<file path="src/rtl/alu_pkg.sv">
// Shared definitions for the EX-stage ALU: data width, the alu_control
// op codes driven by the ALU-control decoder, and the execution FSM states.
package alu_pkg;

    localparam int ALU_DATA_W  = 32;
    localparam int ALU_SHAMT_W = 5;

    // alu_control op codes; 5 and 9..15 are unused and produce zero.
    localparam logic [3:0] AND_OP = 4'd0;
    localparam logic [3:0] OR_OP  = 4'd1;
    localparam logic [3:0] ADD_OP = 4'd2;
    localparam logic [3:0] SLL_OP = 4'd3;
    localparam logic [3:0] SRL_OP = 4'd4;
    localparam logic [3:0] SUB_OP = 4'd6;
    localparam logic [3:0] SLT_OP = 4'd7;
    localparam logic [3:0] MUL_OP = 4'd8;

    // Execution FSM: IDLE handles single-cycle ops; MUL1/MUL2 cover the
    // two extra cycles of the pipelined multiply.
    typedef enum logic [1:0] {
        ST_IDLE = 2'd0,
        ST_MUL1 = 2'd1,
        ST_MUL2 = 2'd2
    } alu_state_e;

endpackage

</file>
<file path="src/rtl/alu_exec_unit_mult.sv">
// Two-stage multiplier producing the low DATA_W bits of a*b.
// Stage 1 forms two half-width partial products, stage 2 sums them.
// Each stage only updates when its enable is high, so the operands may
// change freely once stage 1 has captured them.
module mult2_pipe
    import alu_pkg::*;
#(
    parameter int DATA_W = ALU_DATA_W
) (
    input  logic              clk,
    input  logic              arst_n,
    input  logic              en_s1,
    input  logic              en_s2,
    input  logic [DATA_W-1:0] a,
    input  logic [DATA_W-1:0] b,
    output logic [DATA_W-1:0] prod
);

    localparam int HALF = DATA_W / 2;

    logic [DATA_W-1:0] b_lo_ext;
    logic [DATA_W-1:0] b_hi_ext;
    logic [DATA_W-1:0] pp_lo_d, pp_lo_q;
    logic [DATA_W-1:0] pp_hi_d, pp_hi_q;
    logic [DATA_W-1:0] prod_d, prod_q;

    // Split b into halves and compute the next value of each pipeline register.
    always_comb begin
        b_lo_ext = {{(DATA_W - HALF){1'b0}}, b[HALF-1:0]};
        b_hi_ext = {{HALF{1'b0}}, b[DATA_W-1:HALF]};
        pp_lo_d  = pp_lo_q;
        pp_hi_d  = pp_hi_q;
        prod_d   = prod_q;
        if (en_s1) begin
            pp_lo_d = a * b_lo_ext;
            pp_hi_d = a * b_hi_ext;
        end
        if (en_s2) begin
            // Only the low HALF bits of pp_hi survive the shift, which is all
            // a truncated product needs.
            prod_d = pp_lo_q + (pp_hi_q << HALF);
        end
    end

    // Pipeline registers, cleared by the asynchronous reset.
    always_ff @(posedge clk or negedge arst_n) begin
        if (!arst_n) begin
            pp_lo_q <= '0;
            pp_hi_q <= '0;
            prod_q  <= '0;
        end else begin
            pp_lo_q <= pp_lo_d;
            pp_hi_q <= pp_hi_d;
            prod_q  <= prod_d;
        end
    end

    assign prod = prod_q;

endmodule

</file>
<file path="src/rtl/alu_exec_unit.sv">
// EX-stage execution unit. Single-cycle ops resolve combinationally;
// MUL goes through mult2_pipe and holds the pipeline with stall.
//
// Handshake: valid_in marks a live instruction in EX. While stall=1 the
// upstream stages hold their registers and keep presenting the same
// instruction. done=1 means alu_out belongs to the instruction in EX and
// that instruction leaves EX at the end of the cycle. stall and done are
// never high together.
module alu_exec_unit
    import alu_pkg::*;
#(
    parameter int DATA_W  = ALU_DATA_W,
    parameter int SHAMT_W = ALU_SHAMT_W
) (
    input  logic              clk,
    input  logic              arst_n,
    input  logic              flush,
    input  logic              valid_in,
    input  logic [3:0]        alu_control,
    input  logic [DATA_W-1:0] operand_a,
    input  logic [DATA_W-1:0] operand_b,
    output logic [DATA_W-1:0] alu_out,
    output logic              zero,
    output logic              stall,
    output logic              done,
    output logic [1:0]        dbg_state
);

    alu_state_e        state_d, state_q;
    logic              mul_req;
    logic              en_s1;
    logic              en_s2;
    logic [DATA_W-1:0] prod;
    logic [DATA_W-1:0] alu_res;
    logic [SHAMT_W-1:0] shamt;

    // MUL request seen in IDLE launches the multiplier; MUL1 launches stage 2.
    always_comb begin
        mul_req = valid_in && (alu_control == MUL_OP);
        en_s1   = (state_q == ST_IDLE) && mul_req;
        en_s2   = (state_q == ST_MUL1);
    end

    // Next-state logic; flush always returns to IDLE.
    always_comb begin
        state_d = state_q;
        case (state_q)
            ST_IDLE: if (mul_req) state_d = ST_MUL1;
            ST_MUL1: state_d = ST_MUL2;
            ST_MUL2: state_d = ST_IDLE;
            default: state_d = ST_IDLE;
        endcase
        if (flush) state_d = ST_IDLE;
    end

    // State register; async reset aborts any multiply immediately.
    always_ff @(posedge clk or negedge arst_n) begin
        if (!arst_n) begin
            state_q <= ST_IDLE;
        end else begin
            state_q <= state_d;
        end
    end

    mult2_pipe #(
        .DATA_W (DATA_W)
    ) u_mult (
        .clk    (clk),
        .arst_n (arst_n),
        .en_s1  (en_s1),
        .en_s2  (en_s2),
        .a      (operand_a),
        .b      (operand_b),
        .prod   (prod)
    );

    // Single-cycle datapath; unused codes yield zero.
    always_comb begin
        shamt   = operand_b[SHAMT_W-1:0];
        alu_res = '0;
        case (alu_control)
            AND_OP: alu_res = operand_a & operand_b;
            OR_OP:  alu_res = operand_a | operand_b;
            ADD_OP: alu_res = operand_a + operand_b;
            SLL_OP: alu_res = operand_a << shamt;
            SRL_OP: alu_res = operand_a >> shamt;
            SUB_OP: alu_res = operand_a - operand_b;
            SLT_OP: alu_res = {{(DATA_W-1){1'b0}},
                               ($signed(operand_a) < $signed(operand_b))};
            default: alu_res = '0;
        endcase
    end

    // Output mux. Gating with arst_n keeps stall/done low during reset even
    // if the held instruction is still a MUL.
    always_comb begin
        alu_out = '0;
        done    = 1'b0;
        stall   = 1'b0;
        if (arst_n) begin
            case (state_q)
                ST_IDLE: begin
                    if (valid_in) begin
                        if (alu_control == MUL_OP) begin
                            stall = 1'b1;
                        end else begin
                            alu_out = alu_res;
                            done    = 1'b1;
                        end
                    end
                end
                ST_MUL1: stall = 1'b1;
                ST_MUL2: begin
                    alu_out = prod;
                    done    = 1'b1;
                end
                default: ;
            endcase
        end
    end

    // Zero flag for branch resolution and state visibility for debug.
    always_comb begin
        zero      = (alu_out == '0);
        dbg_state = state_q;
    end

endmodule

</file>
<file path="config.mk">
export PLATFORM = sky130hd
export DESIGN_NAME = alu_exec_unit
export DESIGN_NICKNAME = d
export VERILOG_FILES = /design/src/rtl/alu_pkg.sv /design/src/rtl/alu_exec_unit_mult.sv /design/src/rtl/alu_exec_unit.sv
export SDC_FILE = /design/constraint.sdc
export NUM_CORES = 2
export LEC_CHECK = 0
export BUFFER_PORTS_ARGS = -buffer_cell sky130_fd_sc_hd__buf_2
export CORE_UTILIZATION = 52
export DETAILED_ROUTE_END_ITERATION = 6
export PLACE_DENSITY_LB_ADDON = 0.08
export RECOVER_POWER = 50
export SYNTH_ARGS = -nofsm -noshare
export SYNTH_HDL_FRONTEND = slang
export SYNTH_SLANG_ARGS = --single-unit
</file>
<file path="constraint.sdc">
create_clock -name clk -period 9.2 [get_ports clk]
set_input_delay 2.76 -clock clk [delete_from_list [all_inputs] [get_ports clk]]
set_output_delay 2.76 -clock clk [all_outputs]
set_load 0.005 [all_outputs]
</file>
## Yosys cells after proc, flatten, opt, wreduce, memory -nomap -nowiden

Index checks and enable logic that the tools add are counted.

| cells by class | value |
|---|---|
| shift-type cells | 2 |
| bitwise logic cells | 2 |
| add/subtract/negate cells | 3 |
| muxes and demuxes | 16 |
| reductions and logical operators | 5 |
| multipliers | 2 |
| equal/unequal tests | 10 |
| order comparisons | 1 |

Operator list:

| kind | number |
|---|---|
| 32-bit one-hot mux with 7 select lines | 1 |
| 32-bit 2-to-1 mux | 3 |
| 32-bit adder | 2 |
| 32-bit one-hot mux with 2 select lines | 1 |
| 32-bit bitwise AND | 1 |
| 32-bit logical NOT | 1 |
| 32-bit less-than comparator | 1 |
| 32-bit by 16-bit multiplier with 16-bit output | 1 |
| 32-bit by 16-bit multiplier with 32-bit output | 1 |
| 32-bit bitwise OR | 1 |
| 32-bit by 5-bit left shift with 32-bit output | 1 |
| 32-bit by 5-bit >> shifter with 32-bit output | 1 |
| 32-bit subtractor | 1 |
| 4-bit by 3-bit equality test with 1-bit output (second input constant) | 3 |
| 4-bit by 2-bit equality test with 1-bit output (second input constant) | 2 |
| 1-bit 2-to-1 mux | 6 |
| 4-bit by 1-bit equality test with 1-bit output (second input constant) | 1 |
| 4-bit equality test (second input constant) | 1 |
| 4-bit logical NOT | 1 |
| 2-bit 2-to-1 mux | 2 |
| 1-bit one-hot mux with 2 select lines | 2 |
| 2-bit one-hot mux with 2 select lines | 1 |
| 3-bit != test (second input constant) | 1 |
| 2-bit by 1-bit equality test with 1-bit output (second input constant) | 1 |
| other kinds (3) | 4 |

| word-level totals | value |
|---|---|
| flip-flop bits (word level) | 82 |
| output and inout bits | 37 |
| logic and storage cells | 45 |

## Depth between registers and ports, before layout

| logic depth | value |
|---|---|
| depth in word-level cells | 7 |
| depth in mapped cells | 32 |
| mapped depth without buffers | 27 |

## Modules after synthesis

From an unflattened synthesis, not the netlist that was laid out.

| second synthesis, totals | value |
|---|---|
| cells, all modules | 3541 |
| area, all modules | 29305.6 sq um |

By module, submodules not included:

| module | times used | area an instance (sq um) | cells each | sequential area each (sq um) |
|---|---|---|---|---|
| mult2_pipe | 1 | 19220.9 | 2109 | 2001.9 |
| alu_exec_unit | 1 | 10084.7 | 1432 | 50.0 |

## Worst setup path after synthesis

No wires, ideal clock.

| timing | value |
|---|---|
| path type | in2reg |
| start point | in operand_b[2] |
| end point | reg u_mult.pp_lo_q[31] |
| required time | 9.074 ns |
| stages | 28 |
| data arrival time | 10.205 ns |
| setup slack | -1.131 ns |
| buffers on the path | 6 |
| library setup time | 0.126 ns |
| path through | buf_2 > buf_1 > clkbuf_1 > clkbuf_1 > clkbuf_1 > buf_1 > nand2_1 > fa_1 > fa_1 > fa_1 > fa_1 > inv_1 > fa_1 > inv_1 > fa_1 > inv_1 > ha_1 > or4_1 > nor3_1 > o21ai_1 > a21boi_1 > a221oi_1 > o22a_1 > a31oi_1 > a21o_1 > a21oi_1 > nor4b_1 > o32a_1 |

| between the ends | value |
|---|---|
| cells in the longest elaborated chain, start to end | 1 |

RTL lines:

| element | line | text |
|---|---|---|
| start, declared | alu_exec_unit.sv:21 | `input logic [DATA_W-1:0] operand_b,` |
| 32-bit by 16-bit multiplier with 32-bit output | alu_exec_unit_mult.sv:35 | `pp_lo_d = a * b_lo_ext;` |
| end signal, assigned | alu_exec_unit_mult.sv:52 | `pp_lo_q <= pp_lo_d;` |
| end, declared | alu_exec_unit_mult.sv:23 | `logic [DATA_W-1:0] pp_lo_d, pp_lo_q;` |

No other way between the ends.
A chain may end at the register's enable or synchronous reset.

## Worst setup path in the final report

| timing | value |
|---|---|
| start point | in operand_a[15] |
| end point | out zero |

| between the ends | value |
|---|---|
| cells in the longest elaborated chain, start to end | 7 |
| elaborated cells on any way between the ends | 13 |
| classes of those cells | add/sub: 2; order compare: 1; shift: 2; mux: 5; bitwise: 2; reduce/logical: 1 |

RTL lines:

| element | line | text |
|---|---|---|
| start, declared | alu_exec_unit.sv:20 | `input logic [DATA_W-1:0] operand_a,` |
| 32-bit subtractor (tied with other cells) | alu_exec_unit.sv:87 | `SUB_OP: alu_res = operand_a - operand_b;` |
| 32-bit one-hot mux with 7 select lines * | alu_exec_unit.sv:81 | `case (alu_control)` |
| 32-bit 2-to-1 mux * | alu_exec_unit.sv:104 | `if (alu_control == MUL_OP) begin` |
| 32-bit 2-to-1 mux * | alu_exec_unit.sv:103 | `if (valid_in) begin` |
| 32-bit one-hot mux with 2 select lines * | alu_exec_unit.sv:101 | `case (state_q)` |
| 32-bit 2-to-1 mux * | alu_exec_unit.sv:100 | `if (arst_n) begin` |
| 32-bit logical NOT * | alu_exec_unit.sv:124 | `zero = (alu_out == '0);` |
| end, declared | alu_exec_unit.sv:23 | `output logic zero,` |

Mark *: on every way between the ends. The rest lies on a longest branch, timed or not.

==> flow_summary_export.csv <==
group,metric,value,unit
synthesis,yosysWarnings,0,
synthesis,syn_inst,3527,
power_and_ir_drop,pwr-share-comb,90.8,%
worst_setup_path,critPathSlowestCell,"ha_1",
routing,drtIter0Drc,4320,
worst_setup_path,cp_common_cell,"buf_4",
worst_setup_path,cp_cell_sequence,"buf_2, clkinv_1, ha_1, buf_4, nor3b_1, a211o_1, nor2b_1, o2bb2ai_1, nor3_4, o311ai_4, a221o_1, buf_4, o31ai_1, buf_4, o2111ai_1, nor4_4, nand2b_4, nor4_4, buf_2",
outcome,run_status,"complete, but fails checks",
synthesis,ys_seq_area_share,7.43,%
finish,area_delta_synth_final,21.9,%
cts,htreeDepth,3,
grt,grt_usage,52.5,%
routing,drtPass1Iterations,7,
cts,cts_root_buf,"clkbuf_16",
sta,fin_ws,-0.126,ns
routing,viasPerCell,6.48,
power_and_ir_drop,switching_share,55.2,%
sta,hold_viol,0,
worst_setup_path,critical_path_class,"primary input to output pin",
synthesis,yosysUniqueCellTypes,91,
worst_hold_path,worstHoldPathCells,2,
placed_design,hpwl,115000,um
synthesis,synth_top_area_share,28.1,%
worst_setup_path,path_buf_inv,6,
synthesis,syn_area_per_cell,7.83,um^2
worst_setup_path,end_kind,"output pin",
sta,fmax,107,MHz
worst_setup_path,arrival,6.57,ns
power_and_ir_drop,ir_worst_vdd,0.00176,V
worst_setup_path,worstPathRequired,6.44,ns
worst_hold_path,whs_endpoint,"u_mult.pp_lo_q[10]",
sta,setup_tns,-0.126,ns
sta,worstMarginPinSlew,4.23,ns
floorplanning,ioPinCount,109,
routing,avgRoutedWirePerCell,29.7,um
grt,grt_max_degree,86,
synthesis,synth_area_leaders,"fa_1 (28%), ha_1 (10%), inv_1 (7.8%)",
power_and_ir_drop,p_switching,6.37,mW
power_and_ir_drop,leakagePower,17.0,nW
synthesis,syn_nets,4212,
worst_setup_path,start_kind,"primary input",
power_and_ir_drop,cellInternalPower,5.17,mW
finish,n_fill_cell,4332,
sta,fin_skew,0.0196,ns
floorplanning,core,52600,um^2
sta,fin_crit,9.33,ns
floorplanning,die_w,232,um
routing,ant_nets,0,
routing,drt_wl_total,141000,um
worst_setup_path,rr_startpoint,"u_mult.pp_lo_q[16]",
worst_hold_path,holdCritPathClass,"flip-flop to flip-flop",
floorplanning,placementRows,84,
synthesis,synth-edff-count,0,
cts,clkSlewWorstSetupHoldPaths,0.06,ns
cts,cts_tree,"yes",
cts,clk_path_buf_depth,2,
floorplanning,dieArea,54000,um^2
power_and_ir_drop,clkPwrFrac,3.5,%
sta,relSlewSlack,-182,%
sta,setup_viol,1,
grt,antenna_found_initial,9,
worst_hold_path,min_from,"u_mult.pp_lo_q[10]",
placed_design,gp_congestion,1.13,
floorplanning,initial_core_util,52.5,%
sta,holdWs,0.492,ns
finish,multi_input_area,22900,um^2
finish,regArea,2050,um^2
synthesis,netlist.top_cell.by_area,"fa_1",
grt,grt_pass1_wl,203000,um
sta,finalCritPeriodShare,101,%
sta,rsz0062_at_grt,"true",
synthesis,ys_ff_latch,82,
synthesis,netlist_area,27600,um^2
worst_setup_path,cp_slowest_stage_delay,0.52,ns
cts,clock_latency,0.36,ns
sta,drv_slew,79,
cts,holdBufCountCts,0,
floorplanning,die_height,232,um
placed_design,port_buffers,108,
worst_setup_path,ff2ff_path_depth,15,
grt,grt_pass1_vias,31400,
grt,grt_overflow,0,
synthesis,async_reset_ff_share,100,%
finish,fin_nets,4721,
worst_setup_path,r2r-end,"u_mult.prod[30]",
synthesis,synthFlopType,"dfrtp_1",
cts,cts_made_buffers,9,
power_and_ir_drop,p_seq_share,5.7,%
run,maxCapViolations,1,
outcome,violations,"DRC, capacitance limit, slew limit, setup timing",
power_and_ir_drop,power.density,343,nW/um^2
routing,drc,8,
worst_setup_path,critical_path_peak_fanout,7,
cts,numClockSinks,82,
worst_setup_path,cp_top_family,"compound AO/OA/AOI/OAI gates",
routing,dr_total_vias,30700,
finish,drive_gt1_share,22.0,%
worst_setup_path,r2r_setup_slack,5.47,ns
final cells by class:
class | instances | area share [%]
Timing Repair Buffer | 702 | 15.5
Clock buffer | 9 | 0.669
Inverter | 598 | 6.70
Clock inverter | 7 | 0.275
Multi-Input combinational cell | 2643 | 68.2
Sequential cell | 82 | 6.10
Tap cell | 688 | 2.56
Antenna cell | 4 | 0.0297
registers in the layout, indices dropped and copies added (netlist names):
signal / cells
dbg_state: 2
u_mult.pp_lo_q: 32
u_mult.pp_hi_q: 16
u_mult.prod: 32
how the worst max path moves through the flow:
stage                             start                 end  slack [ns]  cells past startpoint
after floorplan            operand_b[2]  u_mult.pp_lo_q[31]      -0.009                     28
after global placement     operand_b[1]                zero       -0.43                     17
final                     operand_a[15]                zero       -0.13                     19
after detailed placement   operand_a[0]                zero       -0.37                     19
after CTS                 operand_a[12]                zero       0.002                     17
after global routing      operand_a[15]                zero       -0.25                     19
metal layers:
metal	global-route usage (%)	vias up	wire, um
met4	43.9	16	15100
li1	-	12500	-
met5	0	-	112
met1	62.6	14800	48300
met2	76.3	2589	57900
met3	17.6	824	19300
repair_timing:
action / CTS / global route
pin swaps: 23 / 26
resized for setup: 56 / 56
setup buffers: 4 / 8
endpoints found under the hold margin: 0 / 0
endpoints found under the setup margin: 2 / 4
cells in the final DEF, fill, tap and decap left out, types with 11 or more instances in the layout:
master and count:
nand2_1 547, o21ai_0 122, dfrtp_1 82, buf_4 578
a21o_1 34, a22oi_1 12, o21a_1 19, a31oi_1 14
mux2_2 45, xnor2_1 88, nor3_1 49, inv_2 15
a221oi_1 16, o221ai_1 15, a21oi_1 156, and3_1 14
nor2b_1 19, buf_12 13, xor2_1 30, mux2i_1 71
buf_2 100, a211oi_1 25, o22ai_1 21, mux4_2 23
o21bai_1 16, o211ai_1 19, nor2_1 327, o21ai_1 16
ha_1 219, nand4_1 14, nand3_1 42, clkinv_1 11
inv_1 570, fa_1 384, nor4_1 11, nand2b_1 21
and2_1 13, o31ai_1 22
worst min-delay path: stages (launching register included):
cell	delay, ns
dfrtp_1	0.34
nand2_1	0.05
o21ai_0	0.06
Yosys cell counts (33+ instances only):
cell type,instances
o21ai_0,127
nor2_1,330
nor3_1,52
ha_1,226
mux2_2,46
buf_1,33
a21oi_1,159
a21o_1,34
nand3_1,42
xnor2_1,88
fa_1,387
inv_1,573
dfrtp_1,82
clkbuf_1,145
nand2_1,548
mux2i_1,76
through the flow:
step	util (%)	setup slack (ns)	instances	total power, mW	instance area, um^2
finish	64.0	-0.126	4733	11.5	33600
global route	64.0	-0.247	4729	12.3	33600
CTS	63.4	0.00231	4721	11.1	33300
detailed placement	62.3	-0.365	4701	10.5	32700
global placement	62.3	-0.429	4701	10.1	32700
floorplan	-	-0.00904	3527	6.71	27800
power by group through the flow:
stage / combinational [mW] / sequential [mW] / clock, mW
floorplan: 6.16 / 0.547 / 0
global placement: 9.48 / 0.630 / 0
detailed placement: 9.89 / 0.637 / 0
CTS: 10.1 / 0.633 / 0.396
global route: 11.2 / 0.649 / 0.414
finish: 10.5 / 0.654 / 0.404
cells by family after synthesis:
logic type	share of synthesized area [%]
compound gates	15.6
xor+xnor	3.74
fa+ha+maj	38.3
buf+inv	11.1
flops	7.43
mux	6.74
simple gates	17.1
Note: power is estimated with default switching activity, not from simulation.
